<file path="src/rtl/mod_arith_pkg.sv">
// Shared definitions for the prime-field arithmetic blocks: default field
// constants, the inverse-engine FSM encoding, and helpers that derive the
// Fermat exponent from the modulus.
package mod_arith_pkg;

    localparam int DEF_W   = 9;
    localparam int DEF_P   = 509;
    localparam int ROUND_W = 4;

    typedef enum logic [1:0] {
        ST_IDLE = 2'd0,
        ST_LOAD = 2'd1,
        ST_EXP  = 2'd2,
        ST_OUT  = 2'd3
    } state_t;

    // Number of exponent bits processed for modulus p.
    function automatic int ebits_of(input int p);
        return $clog2(p);
    endfunction

    // Fermat exponent: a^(p-2) is the inverse of a in GF(p).
    function automatic int exp_of(input int p);
        return p - 2;
    endfunction

endpackage

</file>
<file path="src/rtl/mod_mult.sv">
// Pipelined modular multiplier: out = a*b mod P after exactly MUL_LAT cycles.
// The product and its reduction land in the first stage; later stages only
// delay the result so the latency is a fixed, parameterised number.
module mod_mult
    import mod_arith_pkg::*;
#(
    parameter int W       = DEF_W,
    parameter int P       = DEF_P,
    parameter int MUL_LAT = 2
) (
    input  logic         clk,
    input  logic         rst_n,
    input  logic         valid_in,
    input  logic [W-1:0] a,
    input  logic [W-1:0] b,
    output logic         valid_out,
    output logic [W-1:0] p
);

    localparam logic [2*W-1:0] P_WIDE = (2*W)'(P);

    logic [2*W-1:0] prod;
    logic [W-1:0]   red;
    logic [W-1:0]   pipe_reg [MUL_LAT];
    logic           vld_reg  [MUL_LAT];

    assign prod = (2*W)'(a) * (2*W)'(b);
    assign red  = W'(prod % P_WIDE);

    generate
        for (genvar gi = 0; gi < MUL_LAT; gi++) begin : g_stage
            if (gi == 0) begin : g_first
                // First stage captures the reduced product.
                always_ff @(posedge clk or negedge rst_n) begin
                    if (!rst_n) begin
                        pipe_reg[gi] <= '0;
                        vld_reg[gi]  <= 1'b0;
                    end else begin
                        pipe_reg[gi] <= red;
                        vld_reg[gi]  <= valid_in;
                    end
                end
            end else begin : g_delay
                // Later stages only delay result and valid together.
                always_ff @(posedge clk or negedge rst_n) begin
                    if (!rst_n) begin
                        pipe_reg[gi] <= '0;
                        vld_reg[gi]  <= 1'b0;
                    end else begin
                        pipe_reg[gi] <= pipe_reg[gi-1];
                        vld_reg[gi]  <= vld_reg[gi-1];
                    end
                end
            end
        end
    endgenerate

    assign p         = pipe_reg[MUL_LAT-1];
    assign valid_out = vld_reg[MUL_LAT-1];

endmodule

</file>
<file path="src/rtl/mod_inv_engine.sv">
// Modular inverse over GF(P) by Fermat: a^(P-2) mod P using right-to-left
// square-and-multiply. Each round issues res*base (or res*1 when the exponent
// bit is clear) and base*base on two multipliers in parallel, then waits for
// both results. One job in flight; bypass mode returns the raw operand.
module mod_inv_engine
    import mod_arith_pkg::*;
#(
    parameter int W       = DEF_W,
    parameter int P       = DEF_P,
    parameter int MUL_LAT = 2
) (
    input  logic               clk,
    input  logic               rst_n,
    input  logic               in_valid,
    output logic               in_ready,
    input  logic               mode,
    input  logic [W-1:0]       data_in,
    output logic               out_valid,
    input  logic               out_ready,
    output logic [W-1:0]       data_out,
    output logic               out_err,
    output logic [ROUND_W-1:0] round_cnt
);

    localparam int             EBITS = ebits_of(P);
    localparam logic [EBITS-1:0] E_VEC = EBITS'(exp_of(P));
    localparam logic [W-1:0]   P_W   = W'(P);
    localparam logic [W-1:0]   ONE   = W'(1);
    localparam int             PH_W  = $clog2(MUL_LAT + 1);
    localparam logic [ROUND_W-1:0] LAST_ROUND = ROUND_W'(EBITS - 1);

    // A single conditional subtract only fully reduces when P > 2^(W-1).
    generate
        if ((P <= (2 ** (W - 1))) || (P >= (2 ** W))) begin : g_bad_p
            $error("mod_inv_engine: P must satisfy 2^(W-1) < P < 2^W");
        end
        if (MUL_LAT < 1) begin : g_bad_lat
            $error("mod_inv_engine: MUL_LAT must be at least 1");
        end
    endgenerate

    state_t             state_reg;
    logic [W-1:0]       op_reg;
    logic [W-1:0]       res_reg;
    logic [W-1:0]       base_reg;
    logic [W-1:0]       data_out_reg;
    logic               zero_reg;
    logic               out_valid_reg;
    logic               out_err_reg;
    logic               in_ready_reg;
    logic [ROUND_W-1:0] i_reg;
    logic [PH_W-1:0]    phase_reg;

    logic [W-1:0] a_red;
    logic         issue;
    logic [W-1:0] res_mul_b;
    logic [W-1:0] res_prod;
    logic [W-1:0] base_prod;
    logic         res_done;
    logic         base_done;
    logic         mul_done;

    assign a_red     = (data_in >= P_W) ? (data_in - P_W) : data_in;
    assign issue     = (state_reg == ST_EXP) && (phase_reg == '0);
    // Clear exponent bit: multiply by one so res passes through unchanged.
    assign res_mul_b = E_VEC[i_reg] ? base_reg : ONE;
    assign mul_done  = res_done & base_done;

    mod_mult #(.W(W), .P(P), .MUL_LAT(MUL_LAT)) u_res_mult (
        .clk       (clk),
        .rst_n     (rst_n),
        .valid_in  (issue),
        .a         (res_reg),
        .b         (res_mul_b),
        .valid_out (res_done),
        .p         (res_prod)
    );

    mod_mult #(.W(W), .P(P), .MUL_LAT(MUL_LAT)) u_base_mult (
        .clk       (clk),
        .rst_n     (rst_n),
        .valid_in  (issue),
        .a         (base_reg),
        .b         (base_reg),
        .valid_out (base_done),
        .p         (base_prod)
    );

    // Control FSM with registered handshake and result outputs.
    always_ff @(posedge clk or negedge rst_n) begin
        if (!rst_n) begin
            state_reg     <= ST_IDLE;
            op_reg        <= '0;
            res_reg       <= '0;
            base_reg      <= '0;
            data_out_reg  <= '0;
            zero_reg      <= 1'b0;
            out_valid_reg <= 1'b0;
            out_err_reg   <= 1'b0;
            in_ready_reg  <= 1'b0;
            i_reg         <= '0;
            phase_reg     <= '0;
        end else begin
            case (state_reg)
                ST_IDLE: begin
                    if (in_valid && in_ready_reg) begin
                        in_ready_reg <= 1'b0;
                        op_reg       <= a_red;
                        if (mode) begin
                            state_reg <= ST_LOAD;
                        end else begin
                            data_out_reg  <= data_in;
                            out_err_reg   <= 1'b0;
                            out_valid_reg <= 1'b1;
                            state_reg     <= ST_OUT;
                        end
                    end else begin
                        in_ready_reg <= 1'b1;
                    end
                end
                ST_LOAD: begin
                    res_reg   <= ONE;
                    base_reg  <= op_reg;
                    zero_reg  <= (op_reg == '0);
                    i_reg     <= '0;
                    phase_reg <= '0;
                    state_reg <= ST_EXP;
                end
                ST_EXP: begin
                    if (mul_done) begin
                        res_reg   <= res_prod;
                        base_reg  <= base_prod;
                        phase_reg <= '0;
                        if (i_reg == LAST_ROUND) begin
                            data_out_reg  <= res_prod;
                            out_err_reg   <= zero_reg;
                            out_valid_reg <= 1'b1;
                            i_reg         <= '0;
                            state_reg     <= ST_OUT;
                        end else begin
                            i_reg <= i_reg + ROUND_W'(1);
                        end
                    end else begin
                        phase_reg <= phase_reg + PH_W'(1);
                    end
                end
                ST_OUT: begin
                    if (out_ready) begin
                        out_valid_reg <= 1'b0;
                        out_err_reg   <= 1'b0;
                        in_ready_reg  <= 1'b1;
                        state_reg     <= ST_IDLE;
                    end
                end
                default: state_reg <= ST_IDLE;
            endcase
        end
    end

    assign in_ready  = in_ready_reg;
    assign out_valid = out_valid_reg;
    assign data_out  = data_out_reg;
    assign out_err   = out_err_reg;
    assign round_cnt = i_reg;

endmodule

</file>
<file path="config.mk">
export PLATFORM = sky130hd
export DESIGN_NAME = mod_inv_engine
export DESIGN_NICKNAME = d
export VERILOG_FILES = /design/src/rtl/mod_arith_pkg.sv /design/src/rtl/mod_mult.sv /design/src/rtl/mod_inv_engine.sv
export SDC_FILE = /design/constraint.sdc
export NUM_CORES = 1
export LEC_CHECK = 0
export ABC_AREA = 0
export CAP_MARGIN = 20
export CELL_PAD_IN_SITES_DETAIL_PLACEMENT = 0
export CELL_PAD_IN_SITES_GLOBAL_PLACEMENT = 1
export CORE_ASPECT_RATIO = 0.75
export CORE_MARGIN = 1
export CORE_UTILIZATION = 50
export CTS_BUF_LIST = sky130_fd_sc_hd__clkbuf_8 sky130_fd_sc_hd__clkbuf_16
export CTS_CLUSTER_DIAMETER = 40
export DETAILED_ROUTE_END_ITERATION = 8
export GPL_ROUTABILITY_DRIVEN = 1
export HOLD_SLACK_MARGIN = 0.03
export PLACE_DENSITY_LB_ADDON = 0.3
export SETUP_SLACK_MARGIN = 0.3
export SKIP_LAST_GASP = 1
export SLEW_MARGIN = 25
export SYNTH_ARGS = -nofsm -noshare
export SYNTH_HDL_FRONTEND = slang
export SYNTH_SLANG_ARGS = --single-unit
</file>
<file path="constraint.sdc">
create_clock -name clk -period 15 [get_ports clk]
set_input_delay 3.75 -clock clk [delete_from_list [all_inputs] [get_ports clk]]
set_output_delay 3.75 -clock clk [all_outputs]
set_load 0.01 [all_outputs]
</file>
==> results of run 1 <==
==> cell type report <==
class / count / area (um2) / area share, %
inverters: 157 / 591.8 / 3.663
flip-flops and latches: 86 / 2152 / 13.32
clock inverters: 6 / 51.30 / 0.3175
repair buffers: 44 / 404.1 / 2.502
clock buffers: 10 / 239.0 / 1.479
well taps: 392 / 490.5 / 3.036
multi-input cells: 1555 / 12230 / 75.68
==> Yosys cell counts (all sizes together), types with 37 or more instances <==
| cell type | n |
|---|---|
| xnor2 | 52 |
| nand3 | 51 |
| buf | 39 |
| mux2i | 40 |
| nand2 | 176 |
| inv | 157 |
| and2 | 101 |
| fa | 84 |
| o21ai | 108 |
| nor2 | 104 |
| a21oi | 84 |
| nor3 | 73 |
| a211oi | 37 |
| dfrtp | 86 |
| ha | 90 |
==> cells by family after synthesis <==
family | count (synthesis) | synth area share, %
simple gates | 703 | 25.32
mux | 52 | 3.608
buf+inv | 232 | 6.211
fa+ha+maj | 178 | 18.93
flops | 86 | 14.30
xor+xnor | 76 | 4.523
compound gates | 545 | 27.11
==> per-layer routing <==
layer	vias to the layer above	share of wire, %	GRT usage, %
met5	-	0	0
met4	0	0.34	2.005
met2	440	39	34.34
li1	6849	-	-
met1	6659	54	42.76
met3	17	6.0	2.074
==> cell usage in the layout, fill, tap and decap left out, types with 30 or more instances in the layout <==
cell,n
a211oi_1,32
nand3_1,50
nand2_1,176
dfrtp_1,86
nor2_1,103
inv_1,155
xnor2_1,50
mux2i_1,37
a21oi_1,77
fa_1,84
o21ai_0,95
and2_1,98
a21o_1,30
nor3_1,62
ha_1,90
==> per-stage QoR <==
stage	setup slack, ns	hold WS (ns)	cell area [um2]	instances
after floorplan	2.315	0.3312	15050	1872
final	1.081	0.3492	16160	2250
after global placement	0.2733	0.3314	15580	2230
after detailed placement	0.3293	0.3347	15580	2230
after CTS	0.3689	0.3463	15890	2246
after global routing	0.2464	0.3500	16160	2250
==> worst register-to-register path, delay by kind of cell (launching register included) <==
kind | cells | cell delay (ns)
mux | 1 | 0.31
flops | 1 | 0.50
simple gates | 14 | 4.47
xor+xnor | 2 | 0.42
buf+inv | 8 | 0.70
compound gates | 16 | 4.25
fa+ha+maj | 7 | 3.15
==> timing repair <==
| item | CTS | global route |
|---|---|---|
| pin swaps | 0 | 2 |
| gates cloned | 0 | 1 |
| gates resized for setup | 1 | 47 |
| hold endpoints to repair | 0 | 0 |
| buffers inserted | 0 | 3 |
| endpoints found under the setup margin | 2 | 18 |
==> how the worst min path moves through the flow <==
stage / startpoint / end / slack, ns / cells past startpoint
after detailed placement: u_base_mult.pipe_reg[16] / u_base_mult.p[7] / 0.33 / 0
after floorplan: u_base_mult.pipe_reg[9] / u_base_mult.p[0] / 0.33 / 0
final: u_base_mult.pipe_reg[16] / u_base_mult.p[7] / 0.35 / 0
after CTS: u_base_mult.pipe_reg[16] / u_base_mult.p[7] / 0.35 / 0
after global placement: u_base_mult.pipe_reg[9] / u_base_mult.p[0] / 0.33 / 0
after global routing: u_base_mult.pipe_reg[16] / u_base_mult.p[7] / 0.35 / 0
==> reports/qor.csv, run 1 <==
metric,value,unit
kind of cell adding the most delay to the critical path,simple AND/OR/NAND/NOR gates,
RSZ-0062 raised after global routing,yes,
status,finished clean,
WP data arrival,14.14,ns
Via Count,13970,
CORE AREA,29320,um2
setup violators final,0,
Final GP Congestion,0.8798,
fin. max-slew vios,0,
Crit path depth,48,
DR pass1 iterations,6,
clock slew at reported path FFs,0.07,ns
fin crit period,13.92,ns
Max Fanout on Critical Path,12,
highest-delay cell along the critical path,fa_1,
Starting Density,51.32,%
Max Fclk,71.85,MHz
CTS buffer count,9,
Root Driver,clkbuf_16,
number of vias per cell,6.207,
Worst EP required,15.22,ns
r2r worst-path depth,48,
GRT Total Usage,25.06,%
Area Overhead vs Synth,7.358,%
Post-Route WL,39290,um
CP Capture Point,u_base_mult.pipe_reg[13],
"EDFF count, synth",0,
slew margin rel.,30.71,%
setup_tns,0,ns
Area contributors post-synth,"dfrtp_1, fa_1, ha_1, nand2_1, and2_1",
Yosys top cell by area,dfrtp_1,
H-tree depth,3,
Synth top area share,14.30,%
predominant post-synthesis flop cell,dfrtp_1,
final core occ,55.09,%
Post-Syn Area per Cell,8.039,um2
Die ar.,30800,um2
CP dominant cell by count,inv_1,
vias in the first global route,12750,
path category of the worst min-delay check,flop to flop,
Startpoint Class,flop,
Cell Rows,54,
crit path from,base_reg[8],
I/O pin count,30,
CTS tree,built,
grt ovf,0,
CTS Buffer Depth,2,
Ant. Diodes,0,
chip width,202.3,um
fraction of registers with async set/reset,100.0,%
largest net degree at the start of global routing,87,
DRC,0,
Critical Path Max Stage Delay,0.59,ns
critical path class,flop to flop,
crit end category,flop,
clk_lat worst skew,0.34,ns
HPWL after detailed placement,31340,um
syn_nets,2060,
wire length of the first global-routing pass,65200,um
Final Cycle Share,92.79,%
Hold Buf Count CTS,0,
Nets,2041,
sequential area share after synthesis,14.30,%
Mapped Area,15050,um2
Fin. Hold Viols,0,
fillers,2764,
clk sinks,86,
library cells used by synthesis,122,
initial antenna violation count,0,
MaxCap Viol Count,0,
Routed Antenna Nets,0,
routed len/inst,17.46,um
RR Startpoint,base_reg[8],
layout cells sized above 1,9.903,%
cells after synthesis,1872,
"FF+latch count, synth",86,
Setup Skew,0.01056,ns
Worst Max-Slew Pin Slew,1.031,ns
First DRT Iteration DRCs,1197,
IO Port Bufs,29,
yosys warns,0,
Die Ht,152.2,um
capturing point of the worst reg2reg path,u_base_mult.pipe_reg[13],
R2R setup slack,1.08,ns
CP bufs+invs,8,
Power of run 1 is left out: the tool's default activity adds up to more than one toggle a clock period on the data nets, which glitch-free logic cannot reach.
==> inputs of run 2 (changes only) <==
--- a/config.mk
+++ b/config.mk
@@ -23,4 +23,5 @@
 export SLEW_MARGIN = 25
 export SYNTH_ARGS = -nofsm -noshare
 export SYNTH_HDL_FRONTEND = slang
+export SYNTH_HIERARCHICAL = 1
 export SYNTH_SLANG_ARGS = --single-unit
==> run 2 against run 1 <==
Synthesized cell count rose by 4.6%. Flip-flop and latch count rose by 2. Routed wire length rose by 4.8%. Synthesized area rose by 7.0%. Worst setup slack improved by 0.11 ns. Critical path type unchanged.
==> reports/qor.csv, run 2 <==
metric,value,unit,change
Hold Buf Count CTS,0,,unchanged
Root Driver,clkbuf_16,,unchanged
Max Fclk,72.41,MHz,was 71.85 MHz
wire length of the first global-routing pass,67640,um,was 65200 um
Nets,2142,,was 2041
I/O pin count,30,,unchanged
largest family of logic cells by synthesized area,compound AO/OA/AOI/OAI gates,,unchanged
IO Port Bufs,29,,unchanged
highest-delay cell along the critical path,or4_1,,was fa_1
CORE AREA,31460,um2,was 29320 um2
Final Non-Filler Cells,2345,,was 2250
Yosys top cell by area,dfrtp_1,,unchanged
fin. max-slew vios,0,,unchanged
CTS tree,built,,unchanged
Post-Syn Area per Cell,8.216,um2,was 8.039 um2
Die Ht,157.4,um,was 152.2 um
fillers,2985,,was 2764
MaxCap Viol Count,0,,unchanged
Die ar.,32920,um2,was 30800 um2
CP dominant cell by count,inv_1,,unchanged
fin crit period,13.81,ns,was 13.92 ns
Synth top area share,13.68,%,was 14.30%
status,finished clean,,unchanged
sequential area share after synthesis,13.68,%,was 14.30%
number of vias per cell,6.162,,was 6.207
Final GP Congestion,0.8863,,was 0.8798
"EDFF count, synth",0,,unchanged
clk_lat worst skew,0.34,ns,about the same
clk sinks,88,,was 86
chip width,209.2,um,was 202.3 um
Max Fanout on Critical Path,10,,was 12
mux cell area share after synthesis,4.719,%,was 3.609%
Area contributors post-synth,"dfrtp_1, fa_1, ha_1, inv_1, nand2_1",,"was dfrtp_1, fa_1, ha_1, nand2_1, and2_1"
Setup Skew,0.008658,ns,was 0.01056 ns
Post-CTS Resized,0,,was 1
Via Count,14450,,was 13970
GRT Total Usage,24.71,%,was 25.06%
"FF+latch count, synth",88,,was 86
complex-gate fraction of the synthesized area,25.98,%,was 27.11%
Worst Max-Slew Pin Slew,0.8347,ns,was 1.031 ns
largest net degree at the start of global routing,89,,was 87
setup_tns,0,ns,unchanged
area of the multi-input gates,12910,um2,was 12230 um2
library cells used by synthesis,106,,was 122
Post-Route WL,41170,um,was 39290 um
vias in the first global route,13040,,was 12750
Synth Area in Simple Gates,21.81,%,was 25.32%
RSZ-0062 raised after global routing,yes,,unchanged
register area,2203,um2,was 2152 um2
CTS buffer count,9,,unchanged
Mapped Area,16090,um2,was 15050 um2
Routed Antenna Nets,0,,unchanged
grt ovf,0,,unchanged
fraction of registers with async set/reset,100.0,%,unchanged
WP data arrival,14.08,ns,was 14.14 ns
clock slew at reported path FFs,0.07,ns,about the same
yosys warns,6,,was 0
predominant post-synthesis flop cell,dfrtp_1,,unchanged
"commonest non-fill, non-tap cell in the layout",inv_1,,was nand2_1
Final Instance Area,17040,um2,was 16160 um2
cells after synthesis,1959,,was 1872
"top cells by count, synth","inv_1, nand2_1, nor2_1",,"was nand2_1, inv_1, nor2_1"
Fin. Hold Viols,0,,unchanged
CTS Buffer Depth,2,,unchanged
initial antenna violation count,0,,unchanged
placed cells,2329,,was 2230
"count leader, synth",inv_1,,was nand2_1
Synth Area in XOR/XNOR,6.336,%,was 4.523%
DR pass1 iterations,5,,was 6
slew margin rel.,43.96,%,was 30.71%
most frequent cells in the layout,"inv_1, nand2_1, nor2_1",,"was nand2_1, inv_1, nor2_1"
H-tree depth,3,,unchanged
Startpoint Class,flop,,unchanged
post-placement cell area,16510,um2,was 15580 um2
syn_nets,2167,,was 2060
critical path class,flop to flop,,unchanged
Starting Density,51.16,%,was 51.32%
DRC,0,,unchanged
postcts setup bufs,0,,unchanged
First DRT Iteration DRCs,1228,,was 1197
HPWL after detailed placement,32480,um,was 31340 um
setup violators final,0,,unchanged
Critical Path Max Stage Delay,0.68,ns,was 0.59 ns
Cell Rows,56,,was 54
path category of the worst min-delay check,flop to flop,,unchanged
Area Overhead vs Synth,5.869,%,was 7.358%
Final Cycle Share,92.07,%,was 92.79%
routed len/inst,17.55,um,was 17.46 um
post-synthesis adder-cell area fraction,20.01,%,was 18.93%
Ant. Diodes,0,,unchanged
Worst EP required,15.27,ns,was 15.22 ns
layout cells sized above 1,10.47,%,was 9.903%
crit end category,flop,,unchanged
## run 2: area by class of cell
type / count / share of cell area, %
tap: 406 / 2.981
inverter: 206 / 4.538
clock buffer: 9 / 1.322
timing repair buffer: 35 / 1.975
clock inverter: 7 / 0.4920
sequential: 88 / 12.93
multi-input combinational: 1594 / 75.76
## run 2: per-layer routing
layer / track usage (%) / wire length (um) / vias to the layer above
met4: 2.696 / 220 / 0
met3: 2.973 / 2348 / 19
met2: 34.97 / 16680 / 385
met1: 40.18 / 21920 / 7035
met5: 0 / 0 / -
li1: - / - / 7011
## run 2: logic make-up after synthesis
| kind of cell | count (synthesis) |
|---|---|
| AND/OR/NAND/NOR | 697 |
| AO/OA/AOI/OAI | 526 |
| buffers and inverters | 277 |
| adder cells (fa/ha/maj) | 198 |
| XOR/XNOR | 103 |
| multiplexers | 70 |
| flip-flops | 88 |
## run 2: path summary, 6_finish.rpt
check                                          from                      end  slack, ns  cells past startpoint
max                                    round_cnt[0]  u_res_mult/pipe_reg[14]       1.19                     49
min                        u_base_mult/pipe_reg[12]         u_base_mult/p[3]       0.35                      0
max reg2reg                            round_cnt[0]  u_res_mult/pipe_reg[14]       1.19                     49
min reg2reg                u_base_mult/pipe_reg[12]         u_base_mult/p[3]       0.35                      0
max in group asynchronous                     rst_n              base_reg[6]      10.98                      1
min in group asynchronous                     rst_n                op_reg[0]       3.46                      1
## run 2: stage by stage
step                setup WS (ns)  hold slack [ns]  utilization [%]
floorplan                   2.049           0.3312                -
global placement            1.037           0.3323            52.47
detailed placement         0.7198           0.3365            52.47
CTS                        0.6750           0.3530            53.45
global route               0.2244           0.3578            54.16
finish                      1.189           0.3502            54.16
## run 2: worst max-delay path: cells and delay by family (launching register included)
kind | cells | cell delay, ns
AOI/OAI and AO/OA | 12 | 3.61
DFF | 1 | 0.43
buffers and inverters | 8 | 0.72
xor gates and xnor gates | 4 | 0.89
and+or+nand+nor | 17 | 4.83
adders and majority gates | 8 | 3.23
Power of run 2 is left out for the same reason.
